==> src/rtl/ov5640_ddr_w_ring_ctrl_if.sv <==
// Command, write-data observation and host-handoff signals between the frame
// write controller (master) and the DMA/host side (slave).
interface ov5640_ddr_w_ring_ctrl_if #(
   parameter int ADDR_W  = 32,
   parameter int NUM_BUF = 4
);
   logic [ADDR_W-1:0]  axi_cmd_addr;
   logic [31:0]        axi_cmd_len;
   logic               axi_cmd_valid;
   logic               axi_cmd_ready;
   logic               axi_data_valid;
   logic               axi_data_ready;
   logic               axi_data_last;
   logic [NUM_BUF-1:0] xdma_req;
   logic [NUM_BUF-1:0] xdma_ack;

   modport master (
      output axi_cmd_addr, axi_cmd_len, axi_cmd_valid, xdma_req,
      input  axi_cmd_ready, axi_data_valid, axi_data_ready, axi_data_last, xdma_ack
   );

   modport slave (
      input  axi_cmd_addr, axi_cmd_len, axi_cmd_valid, xdma_req,
      output axi_cmd_ready, axi_data_valid, axi_data_ready, axi_data_last, xdma_ack
   );
endinterface

==> src/rtl/ov5640_ddr_w_ring_ctrl.sv <==
// Camera frame write controller: rotates through NUM_BUF DDR buffers, splits each
// frame into bounded write commands and hands finished buffers to the host.
module ov5640_ddr_w_ring_ctrl #(
   parameter int NUM_BUF     = 4,
   parameter int ADDR_W      = 32,
   parameter int LEN_W       = 20,
   parameter int CHUNK_UNITS = 256,
   parameter int IDX_W       = $clog2(NUM_BUF)
) (
   input  logic                 axi_clk,
   input  logic                 axi_rst_n,
   input  logic [ADDR_W-1:0]    buf_base_addr,
   input  logic [ADDR_W-1:0]    buf_stride,
   input  logic [LEN_W-1:0]     cam_data_len,
   input  logic                 s_vsync,
   ov5640_ddr_w_ring_ctrl_if.master bus,
   output logic [IDX_W-1:0]     wr_buf_idx,
   output logic [15:0]          frame_drop_cnt,
   output logic                 busy
);

   typedef enum logic [1:0] {IDLE, CMD, DATA} state_t;

   localparam logic [LEN_W:0] CHUNK_MAX = (LEN_W+1)'(CHUNK_UNITS);

   state_t             state, state_next;
   logic               vs_p0, vs_p1, vs_p2, vs_p3, vs_rise;
   logic [LEN_W-1:0]   len_rem, chunk, rem_after;
   logic [ADDR_W-1:0]  cur_addr;
   logic [NUM_BUF-1:0] req, set_mask;
   logic               start, drop, done, last_beat;

   function automatic logic [LEN_W-1:0] chunk_of(input logic [LEN_W-1:0] rem);
      // min(rem, CHUNK_UNITS) never exceeds rem, so it always fits in LEN_W bits
      if ({1'b0, rem} > CHUNK_MAX)
         return CHUNK_MAX[LEN_W-1:0];
      return rem;
   endfunction

   function automatic logic [15:0] sat_inc(input logic [15:0] cnt);
      return (cnt == 16'hFFFF) ? cnt : cnt + 16'd1;
   endfunction

   assign chunk     = chunk_of(len_rem);
   assign rem_after = len_rem - chunk;
   assign last_beat = bus.axi_data_valid & bus.axi_data_ready & bus.axi_data_last;
   assign set_mask  = NUM_BUF'(done) << wr_buf_idx;

   assign bus.axi_cmd_valid = (state == CMD);
   assign bus.axi_cmd_addr  = cur_addr;
   assign bus.axi_cmd_len   = 32'({chunk, 4'b0000});
   assign bus.xdma_req      = req;
   assign busy              = (state != IDLE);

   // vsync: p0/p1 synchronise, p2/p3 align the edge detector, vs_rise is the registered pulse
   always_ff @(posedge axi_clk or negedge axi_rst_n) begin
      if (!axi_rst_n) begin
         vs_p0   <= 1'b0;
         vs_p1   <= 1'b0;
         vs_p2   <= 1'b0;
         vs_p3   <= 1'b0;
         vs_rise <= 1'b0;
      end else begin
         vs_p0   <= s_vsync;
         vs_p1   <= vs_p0;
         vs_p2   <= vs_p1;
         vs_p3   <= vs_p2;
         vs_rise <= vs_p2 & ~vs_p3;
      end
   end

   always_comb begin
      state_next = state;
      start      = 1'b0;
      drop       = 1'b0;
      done       = 1'b0;
      case (state)
         IDLE: begin
            if (vs_rise && cam_data_len != '0) begin
               if (req[wr_buf_idx]) begin
                  drop = 1'b1;
               end else begin
                  start      = 1'b1;
                  state_next = CMD;
               end
            end
         end
         CMD: begin
            if (bus.axi_cmd_ready)
               state_next = DATA;
         end
         DATA: begin
            if (last_beat) begin
               if (rem_after != '0) begin
                  state_next = CMD;
               end else begin
                  done       = 1'b1;
                  state_next = IDLE;
               end
            end
         end
         default: state_next = IDLE;
      endcase
   end

   always_ff @(posedge axi_clk or negedge axi_rst_n) begin
      if (!axi_rst_n)
         state <= IDLE;
      else
         state <= state_next;
   end

   always_ff @(posedge axi_clk or negedge axi_rst_n) begin
      if (!axi_rst_n) begin
         len_rem  <= '0;
         cur_addr <= '0;
      end else if (start) begin
         len_rem  <= cam_data_len;
         cur_addr <= buf_base_addr + ADDR_W'(wr_buf_idx) * buf_stride;
      end else if (state == DATA && last_beat) begin
         len_rem  <= rem_after;
         cur_addr <= cur_addr + ADDR_W'({chunk, 4'b0000});
      end
   end

   // A completion set on the same bit as an ack wins; other acks clear normally
   always_ff @(posedge axi_clk or negedge axi_rst_n) begin
      if (!axi_rst_n) begin
         req            <= '0;
         wr_buf_idx     <= '0;
         frame_drop_cnt <= '0;
      end else begin
         req <= (req & ~bus.xdma_ack) | set_mask;
         if (done)
            wr_buf_idx <= (wr_buf_idx == IDX_W'(NUM_BUF-1)) ? '0 : wr_buf_idx + 1'b1;
         if (drop)
            frame_drop_cnt <= sat_inc(frame_drop_cnt);
      end
   end

endmodule
==> src/flat_wrapper.sv <==
// flat-port wrapper written by rule: the top's interface ports become plain ports
module ov5640_ddr_w_ring_ctrl_flat 
#(
   parameter int NUM_BUF     = 4,
   parameter int ADDR_W      = 32,
   parameter int LEN_W       = 20,
   parameter int CHUNK_UNITS = 256,
   parameter int IDX_W       = $clog2(NUM_BUF)
)
  (axi_clk, axi_rst_n, buf_base_addr, buf_stride, cam_data_len, s_vsync, wr_buf_idx, frame_drop_cnt, busy, bus_axi_cmd_addr, bus_axi_cmd_len, bus_axi_cmd_valid, bus_xdma_req, bus_axi_cmd_ready, bus_axi_data_valid, bus_axi_data_ready, bus_axi_data_last, bus_xdma_ack);
  ov5640_ddr_w_ring_ctrl_if #(.ADDR_W(ADDR_W), .NUM_BUF(NUM_BUF)) bus_i ();
  input  logic axi_clk;
  input  logic axi_rst_n;
  input  logic [ADDR_W-1:0] buf_base_addr;
  input  logic [ADDR_W-1:0] buf_stride;
  input  logic [LEN_W-1:0] cam_data_len;
  input  logic s_vsync;
  output logic [IDX_W-1:0] wr_buf_idx;
  output logic [15:0] frame_drop_cnt;
  output logic busy;
  output wire logic [$bits(bus_i.axi_cmd_addr)-1:0] bus_axi_cmd_addr;
  output wire logic [$bits(bus_i.axi_cmd_len)-1:0] bus_axi_cmd_len;
  output wire logic [$bits(bus_i.axi_cmd_valid)-1:0] bus_axi_cmd_valid;
  output wire logic [$bits(bus_i.xdma_req)-1:0] bus_xdma_req;
  input wire logic [$bits(bus_i.axi_cmd_ready)-1:0] bus_axi_cmd_ready;
  input wire logic [$bits(bus_i.axi_data_valid)-1:0] bus_axi_data_valid;
  input wire logic [$bits(bus_i.axi_data_ready)-1:0] bus_axi_data_ready;
  input wire logic [$bits(bus_i.axi_data_last)-1:0] bus_axi_data_last;
  input wire logic [$bits(bus_i.xdma_ack)-1:0] bus_xdma_ack;
  assign bus_axi_cmd_addr = bus_i.axi_cmd_addr;
  assign bus_axi_cmd_len = bus_i.axi_cmd_len;
  assign bus_axi_cmd_valid = bus_i.axi_cmd_valid;
  assign bus_xdma_req = bus_i.xdma_req;
  assign bus_i.axi_cmd_ready = bus_axi_cmd_ready;
  assign bus_i.axi_data_valid = bus_axi_data_valid;
  assign bus_i.axi_data_ready = bus_axi_data_ready;
  assign bus_i.axi_data_last = bus_axi_data_last;
  assign bus_i.xdma_ack = bus_xdma_ack;
  ov5640_ddr_w_ring_ctrl #(.NUM_BUF(NUM_BUF), .ADDR_W(ADDR_W), .LEN_W(LEN_W), .CHUNK_UNITS(CHUNK_UNITS), .IDX_W(IDX_W)) u_core (.axi_clk(axi_clk), .axi_rst_n(axi_rst_n), .buf_base_addr(buf_base_addr), .buf_stride(buf_stride), .cam_data_len(cam_data_len), .s_vsync(s_vsync), .bus(bus_i), .wr_buf_idx(wr_buf_idx), .frame_drop_cnt(frame_drop_cnt), .busy(busy));
endmodule
==> config.mk <==
export PLATFORM = sky130hd
export DESIGN_NAME = ov5640_ddr_w_ring_ctrl_flat
export DESIGN_NICKNAME = d
export VERILOG_FILES = /design/src/rtl/ov5640_ddr_w_ring_ctrl_if.sv /design/src/rtl/ov5640_ddr_w_ring_ctrl.sv /design/src/flat_wrapper.sv
export SDC_FILE = /design/constraint.sdc
export NUM_CORES = 1
export LEC_CHECK = 0
export BUFFER_PORTS_ARGS = -buffer_cell sky130_fd_sc_hd__buf_2
export CORE_ASPECT_RATIO = 0.7
export CORE_UTILIZATION = 25
export CTS_CLUSTER_DIAMETER = 40
export CTS_CLUSTER_SIZE = 25
export DETAILED_ROUTE_END_ITERATION = 8
export GPL_TIMING_DRIVEN = 1
export MAX_ROUTING_LAYER = met4
export SKIP_CTS_REPAIR_TIMING = 1
export SYNTH_ARGS = -nofsm -noshare
export SYNTH_HDL_FRONTEND = slang
export SYNTH_SLANG_ARGS = --single-unit
==> constraint.sdc <==
create_clock -name axi_clk -period 4.4 [get_ports axi_clk]
set_clock_uncertainty 0.2 [all_clocks]
set_input_delay 0.22 -clock axi_clk [delete_from_list [all_inputs] [get_ports axi_clk]]
set_output_delay 0.22 -clock axi_clk [all_outputs]
set_load 0.05 [all_outputs]
==> impl_metrics.yaml, run 1 <==
outcome:
  status: "complete, but fails checks"
  violations: "negative hold slack"
sta:
  fin_crit_sh: 0.9509
  tightest_slew_ns: 0.8443
  relSlewSlack: 0.4350
  setup_viol: 0
  rsz0062_at_grt: "false"
  finalCriticalPeriod_ns: 4.184
  max_freq_mhz: 239.0
  setup_ws_ns: 0.2161
  hold_viol: 1
  maxSlewViolCount: 0
  hold_ws_ns: -0.02544
power_and_ir_drop:
  swShare: 0.4917
  p_int_mw: 2.297
  finalPower_mw: 4.519
  p_leak_nw: 4.959
  p_per_area_nw_per_um2: 458.3
  power_frac_comb: 0.533
  peakVddDrop_uv: 242.8
  power.switching_mw: 2.222
  clockPowerShare: 0.187
  seq_power_share: 0.280
placed_design:
  numPortBuffers: 159
  place_ws_ns: -0.007528
  hpwl_um: 19480
  place_congestion: 0.8741
synth:
  synth-seq-area-share: 0.2544
  ys_top_cells_by_area: "dfrtp_1 25%, ha_1 8.5%, fa_1 8.0%"
  dominantRegCellSynth: "dfrtp_1"
  synth-edff-count: 0
  async_flop_share: 1.000
  syn_area_per_cell_um2: 8.063
  ys_warn_count: 0
  syn_inst: 988
  synth.distinct_cells: 70
  yosys.area.top_type: "dfrtp_1"
  syn_area_um2: 7966
  ys_ff_latch: 81
  synth_top_area_share: 0.2544
critical_path:
  critPathRequiredTime_ns: 4.43
  worst_setup_path_end_kind: "register"
  worst_ep_arrival_time_ns: 4.21
  path_max_fanout: 12
  setup.worst_path.start_class: "register"
  crit_type: "register to register"
global_route:
  grt_util_met3: 0.02731
  gr-usage-met1: 0.2186
  grt_pass1_vias: 6820
  grt_max_degree: 56
  grt_most_used_layer: "met2"
  antenna_found_initial: 2
  grt_pass1_wl_um: 37860
  gr-total-overflow: 0
  grtUsageTotal: 0.1514
  gr-usage-met2: 0.2211
floorplan:
  ios: 183
  coreArea_um2: 31280
  fp.dieW_um: 215.4
  die-area_um2: 32590
  die_h_um: 151.4
  initial_core_util: 0.2547
  row_count: 54
layout:
  area_delta_synth_final_pct: 23.78
  fill_cells: 3364
  nets: 1355
  drive_above_1_share: 0.1807
  final_util: 0.3152
clocking:
  cts_made_buffers: 9
  worstSkewPairLatency_ns: 0.35
  cts_max_level: 3
  path_clk_slew_ns: 0.06
  cts.sinks: 81
  cts_tree: "yes"
  clk_path_buf_depth: 2
  clockRootBuffer: "clkbuf_16"
hold_path:
  hold_class: "primary input to register"
drt:
  wire_per_inst_um: 15.40
  drtIter0Drc: 546
  drc_errors: 0
  drtPass1Iterations: 5
  vias_per_cell: 4.677
  drt_wl_total_um: 24650
  final_antenna_net_count: 0
  vias: 7488
job:
  drv_cap: 0
==> final timing paths <==
| check | start | end | slack (ns) | cells past startpoint |
|---|---|---|---|---|
| max in group asynchronous | axi_rst_n | u_core.frame_drop_cnt[15] | 2.77 | 3 |
| setup reg to reg | u_core.len_rem[12] | u_core.bus.axi_cmd_addr[30] | 0.22 | 15 |
| min in group asynchronous | axi_rst_n | u_core.len_rem[5] | 0.24 | 2 |
| setup / recovery | u_core.len_rem[12] | u_core.bus.axi_cmd_addr[30] | 0.22 | 15 |
| hold / removal | cam_data_len[10] | u_core.len_rem[10] | -0.03 | 3 |
| hold reg to reg | u_core.vs_p1 | u_core.vs_p2 | 0.15 | 0 |
==> sequential cells by signal, indices dropped and copies added (netlist names), 2 cells and up <==
signal                   cells
u_core.frame_drop_cnt       16
u_core.bus.xdma_req          4
u_core.state                 2
u_core.wr_buf_idx            2
u_core.bus.axi_cmd_addr     32
u_core.len_rem              20
==> cells in the mapped netlist, drive strengths merged, types with 5 or more instances <==
cell and number:
nand2 145, inv 107, dfrtp 81, ha 54, a21oi 52, o21ai 52
nor2 42, xnor2 39, buf 38, fa 32, nand3 29, clkbuf 27
a21o 24, nor3 23, xor2 20, and3 17, nor4 15, nand2b 13
nand4 13, a211oi 12, o211ai 11, nor2b 10, a221o 8, mux2i 8
o31ai 8, or3 8, a22o 7, a31oi 7, a22oi 6, o21a 6
or4 6, a211o 5, and2 5, and4 5, o22ai 5, or2 5
==> area by class of cell <==
class	instances	area (um2)	area share
timing repair buffer	206	1229	0.1246
multi-input combinational	769	5344	0.5419
clock buffer	10	239.0	0.02424
antenna	2	5.005	0.0005075
sequential	81	2027	0.2056
tap	420	525.5	0.05329
clock inverter	6	90.09	0.009136
inverter	107	401.6	0.04073
==> placed cells by master (no fill, tap or decap), types with 9 or more instances in the layout <==
master           n
inv_1          107
o21ai_0         51
nor4_1          14
and3_1          16
nor3_1          22
nand2b_1        13
xnor2_1         39
buf_4           21
nand2_1        145
a21oi_1         52
a21o_1          24
xor2_1          20
dfrtp_1         81
nor2_1          41
dlygate4sd3_1   26
buf_2          158
nor2b_1          9
ha_1            54
o211ai_1        11
nand4_1         13
nand3_1         29
a211oi_1        12
conb_1          35
clkbuf_16        9
fa_1            32
==> critical path: stages, from the launching register on <==
cell     delay, ns
dfrtp_1       0.46
or4_1         0.60
nor3_1        0.17
buf_4         0.20
and3_1        0.20
ha_1          0.21
inv_1         0.07
fa_1          0.39
nor2b_1       0.21
o31a_1        0.23
o221a_2       0.23
o21ai_0       0.12
a21oi_1       0.26
o21ai_0       0.16
xnor2_1       0.16
o32a_1        0.18
==> stage by stage <==
| stage | area [um2] | std cells | TNS, ns |
|---|---|---|---|
| CTS | 9588 | 1573 | -0.06777 |
| global route | 9861 | 1601 | 0 |
| floorplan | 8094 | 1022 | 0 |
| global placement | 9259 | 1557 | 0 |
| detailed placement | 9259 | 1557 | -0.007528 |
| finish | 9861 | 1601 | 0 |
==> power groups by stage <==
stage	Combinational, mW	Sequential (mW)	Clock (mW)
floorplan	1.28	1.70	0
global placement	2.35	1.26	0
detailed placement	2.36	1.26	0
CTS	2.37	1.25	0.875
global route	2.61	1.30	0.906
finish	2.41	1.26	0.847
==> layer usage <==
| layer | wire [um] | vias to the layer above |
|---|---|---|
| li1 | - | 3774 |
| met1 | 12860 | 3536 |
| met2 | 10560 | 167 |
| met3 | 1074 | 11 |
| met4 | 155 | 0 |
| met5 | 0 | - |
==> logic make-up (layout without fill, tap and decap cells) <==
| family | after synthesis | after routing | share of synthesized area |
|---|---|---|---|
| buffers and inverters | 172 | 329 | 0.09298 |
| adder cells (fa/ha/maj) | 86 | 86 | 0.1652 |
| AO/OA/AOI/OAI | 239 | 239 | 0.2020 |
| multiplexers | 11 | 11 | 0.01618 |
| flip-flops | 81 | 81 | 0.2544 |
| other | 1 | 37 | 0.0004707 |
| XOR/XNOR | 59 | 59 | 0.06487 |
| AND/OR/NAND/NOR | 339 | 339 | 0.2039 |
Power figures use the tool's default switching activity.
==> run 2, diff against run 1 <==
- PLACE_DENSITY: not set -> 0.56
==> run 2 against run 1 <==
- the run now ends clean
- largest cell class unchanged
- fmax rose by 0.52%
- total power shrank 0.90%
- largest power group unchanged
- final area increased by 0.13%
- via count is 0.19% higher
- global-route usage rose by 0.43 points
==> impl_metrics.yaml, run 2 (synthesis gave the netlist of run 1 again) <==
job:
  drv_cap: 0
floorplan:
  initial_core_util: 0.2547
  coreArea_um2: 31280
  die-area_um2: 32590
  ios: 183
  fp.dieW_um: 215.4
  die_h_um: 151.4
  row_count: 54
layout:
  final_common_cell: "buf_2"
  final_area_um2: 9873
  final_util: 0.3156
  final_cell_mix: "158 x buf_2, 145 x nand2_1, 107 x inv_1"
  nets: 1359
  largest_reg_flops: 32
  stdcell_count: 1605
  area_delta_synth_final_pct: 23.94
  drive_above_1_share: 0.1834
drt:
  drtIter0Drc: 534
  final_antenna_net_count: 0
  drtPass1Iterations: 5
  drt_wl_total_um: 25000
  drc_errors: 0
  vias_per_cell: 4.674
  wire_per_inst_um: 15.57
  vias: 7502
placed_design:
  numPortBuffers: 159
  dpl-instance-area_um2: 9281
  dpl.cell_count: 1560
  place_congestion: 0.8688
  hpwl_um: 19710
clocking:
  worstSkewPairLatency_ns: 0.35
  path_clk_slew_ns: 0.07
  clk_path_buf_depth: 2
  cts_max_level: 3
  cts_tree: "yes"
  cts_made_buffers: 9
  cts.sinks: 81
  clockRootBuffer: "clkbuf_16"
sta:
  max_freq_mhz: 240.3
  setup_viol: 0
  fin_crit_sh: 0.9460
  rsz0062_at_grt: "true"
  finalCriticalPeriod_ns: 4.162
  maxSlewViolCount: 0
  tightest_slew_ns: 0.8570
  hold_viol: 0
  finalSetupTns_ns: 0
  relSlewSlack: 0.4266
critical_path:
  critPathRequiredTime_ns: 4.44
  crit_type: "register to register"
  worst_ep_arrival_time_ns: 4.20
  worst_setup_path_end_kind: "register"
  setup.worst_path.start_class: "register"
  path_max_fanout: 5
  reg2regPathDepth: 15
power_and_ir_drop:
  p_leak_nw: 4.965
  peakVddDrop_uv: 207.8
  p_per_area_nw_per_um2: 453.6
global_route:
  grt_pass1_vias: 7005
  grt_pass1_wl_um: 38950
  grtUsageTotal: 0.1556
  gr-total-overflow: 0
  antenna_found_initial: 2
  grt_max_degree: 54
hold_path:
  hold_class: "primary input to register"
  holdPathStages: 4
outcome:
  status: "completed"
==> run 2: cell count changes in the layout (fill, tap and decap cells not counted), sizes merged <==
cell         before  now
clkinv            2    3
bufinv            2    1
buf             180  183
clkinvlp          1    2
dlygate4sd3      26   27
inv             108  107
==> run 2: worst max-delay path: stages (launching register included) <==
cell	delay [ns]
dfrtp_1	0.42
or4_1	0.63
nor3_1	0.22
buf_4	0.16
and3_1	0.18
ha_1	0.20
inv_1	0.06
fa_1	0.37
nor2b_1	0.21
o31a_1	0.23
o221a_2	0.23
o21ai_0	0.13
a21oi_1	0.27
o21ai_0	0.17
xnor2_1	0.17
o32a_1	0.18
==> run 2: worst paths after layout <==
kind,from,end,slack [ns]
worst max-delay path,u_core.len_rem[15],u_core.bus.axi_cmd_addr[30],0.24
worst min-delay path,buf_base_addr[0],u_core.bus.axi_cmd_addr[0],0.04
worst max register to register,u_core.len_rem[15],u_core.bus.axi_cmd_addr[30],0.24
worst min register to register,u_core.vs_p1,u_core.vs_p2,0.16
max in group asynchronous,axi_rst_n,u_core.frame_drop_cnt[12],2.81
min in group asynchronous,axi_rst_n,u_core.len_rem[0],0.29
==> run 2: final cells by class <==
cell class                      count  area, um2
Clock buffer                       10      239.0
Multi-Input combinational cell    769       5346
Inverter                          107      401.6
Sequential cell                    81       2027
Fill cell                        3358      21410
Timing Repair Buffer              210       1261
Clock inverter                      6      67.56
Tap cell                          420      525.5
Antenna cell                        2      5.005
==> run 2: metal layers <==
metal,global-route usage,up-vias,share of wire
met5,-,-,0
met4,0.02270,0,0.0058
met3,0.03313,10,0.048
met2,0.2210,173,0.42
met1,0.2273,3542,0.52
li1,-,3777,-
==> run 2: stage by stage <==
step / hold slack [ns] / setup WS (ns) / power [mW]
floorplan: -0.2756 / 0.002924 / 2.975
global placement: 0.1371 / 0.1932 / 3.625
detailed placement: 0.1362 / 0.1055 / 3.631
CTS: -0.2280 / 0.04057 / 4.462
global route: 0.06567 / -0.02308 / 4.795
finish: 0.03874 / 0.2377 / 4.479
==> run 2: where the power goes <==
part | internal [mW] | total, mW | switching, mW
Combinational | 0.806 | 2.43 | 1.62
Clock | 0.457 | 0.801 | 0.344
Sequential | 0.990 | 1.25 | 0.260
==> run 3, diff against run 2 <==
- CAP_MARGIN: not set -> 20
- REMOVE_ABC_BUFFERS: not set -> 1
==> run 3 against run 2 <==
- sequential power about the same
- core utilization down 0.080 points
- largest cell class unchanged
- largest power group unchanged
- critical path type unchanged
- first-iteration DRC count decreased by 13%
- critical path depth is 2 lower
==> impl_metrics.yaml, run 3 (synthesis gave the netlist of run 1 again) <==
job:
  drv_cap: 0
sta:
  fin_crit_sh: 0.9638
  hold_ws_ns: 0.001326
  max_freq_mhz: 235.8
  relSlewSlack: 0.4789
  maxSlewViolCount: 0
  finalSetupTns_ns: 0
  rsz0062_at_grt: "false"
  finalCriticalPeriod_ns: 4.241
  setup_viol: 0
  tightest_slew_ns: 0.7787
  hold_viol: 0
power_and_ir_drop:
  clockPowerShare: 0.177
  power.switching_mw: 2.193
  power_frac_comb: 0.539
  p_per_area_nw_per_um2: 451.5
  seq_power_share: 0.284
  p_int_mw: 2.253
  swShare: 0.4933
  p_leak_nw: 4.942
  peakVddDrop_uv: 184.0
drt:
  vias: 7433
  vias_per_cell: 4.660
  drtIter0Drc: 467
  drtPass1Iterations: 7
  wire_per_inst_um: 15.23
  drt_wl_total_um: 24300
  drc_errors: 0
  final_antenna_net_count: 0
global_route:
  grtUsageTotal: 0.1518
  grt_pass1_vias: 6730
  grt_max_degree: 56
  gr-total-overflow: 0
  grt_pass1_wl_um: 37660
  antenna_found_initial: 0
floorplan:
  initial_core_util: 0.2547
  die_h_um: 151.4
  fp.dieW_um: 215.4
  die-area_um2: 32590
  coreArea_um2: 31280
  ios: 183
  row_count: 54
placed_design:
  dpl.cell_count: 1552
  numPortBuffers: 159
  place_congestion: 0.8433
  hpwl_um: 19010
critical_path:
  worst_ep_arrival_time_ns: 4.26
  crit_type: "register to register"
  critPathRequiredTime_ns: 4.42
  setup.worst_path.start_class: "register"
  worst_setup_path_end_kind: "register"
  path_max_fanout: 39
layout:
  final_cell_mix: "158 x buf_2, 145 x nand2_1, 107 x inv_1"
  nets: 1351
  area_delta_synth_final_pct: 23.62
  antenna_cells: 0
  drive_above_1_share: 0.1838
  fill_cells: 3392
  final_common_cell: "buf_2"
  stdcell_count: 1595
  largest_reg_flops: 32
clocking:
  cts_tree: "yes"
  clockRootBuffer: "clkbuf_16"
  worstSkewPairLatency_ns: 0.34
  clk_path_buf_depth: 2
  path_clk_slew_ns: 0.07
  cts.sinks: 81
  cts_made_buffers: 9
  cts_max_level: 3
outcome:
  status: "completed"
hold_path:
  hold_class: "primary input to register"
-- run 3: cell count changes in the layout (fill, tap and decap cells not counted), moves of 2 or more --
| cell | delta |
|---|---|
| diode_2 | -2 |
| buf_4 | -8 |
| or4_4 | +2 |
| or4_1 | -2 |
| dlygate4sd3_1 | -2 |
-- run 3: path summary, 6_finish.rpt --
path / startpoint / endpoint / slack, ns / cells after the start
min in group asynchronous: axi_rst_n / u_core.len_rem[17] / 0.20 / 2
max: u_core.wr_buf_idx[1] / u_core.bus.axi_cmd_addr[30] / 0.16 / 13
min reg2reg: u_core.vs_p1 / u_core.vs_p2 / 0.15 / 0
max reg2reg: u_core.wr_buf_idx[1] / u_core.bus.axi_cmd_addr[30] / 0.16 / 13
min: buf_base_addr[0] / u_core.bus.axi_cmd_addr[0] / 0.001 / 4
max in group asynchronous: axi_rst_n / u_core.bus.axi_cmd_addr[15] / 2.77 / 3
-- run 3: stage by stage --
step / area [um2] / power (mW) / setup slack (ns) / utilization
CTS: 9542 / 4.408 / 0.1292 / 0.3050
finish: 9848 / 4.446 / 0.1591 / 0.3148
floorplan: 7755 / 2.924 / -0.4148 / -
global route: 9848 / 4.772 / 0.01276 / 0.3148
detailed placement: 9234 / 3.595 / 0.1600 / 0.2952
global placement: 9234 / 3.575 / 0.1791 / 0.2952
-- run 3: power groups by stage --
stage / logic (mW) / registers [mW] / clock network [mW]
final: 2.40 / 1.26 / 0.787
after global routing: 2.62 / 1.30 / 0.850
after CTS: 2.34 / 1.26 / 0.810
after detailed placement: 2.33 / 1.27 / 0
after global placement: 2.31 / 1.26 / 0
after floorplan: 1.19 / 1.73 / 0
-- run 3: worst max-delay path, stage by stage (launching register included) --
cell and delay [ns]:
dfrtp_1 0.37, buf_12 0.23, nand2_1 0.11, fa_1 0.52, inv_1 0.04, ha_1 0.34
and2_1 0.20, a221o_1 0.35, o21ai_0 0.32, o211ai_1 0.29, a22oi_1 0.51, o21ba_2 0.25
o22ai_1 0.08, o32a_1 0.30
-- run 3: per-layer routing --
metal,up-vias,global-route usage,share of wire
met2,178,0.2150,0.42
met3,15,0.03434,0.055
met5,-,-,0
li1,3763,-,-
met4,0,0.02305,0.0059
met1,3477,0.2207,0.52
-- run 3: cell type report --
class                      count  area [um2]  area share
multi-input combinational    769        5374      0.5457
sequential                    81        2027      0.2058
timing repair buffer         202        1212      0.1231
tap                          420       525.5     0.05336
inverter                     107       401.6     0.04078
clock buffer                  12       256.5     0.02604
clock inverter                 4       51.30    0.005209
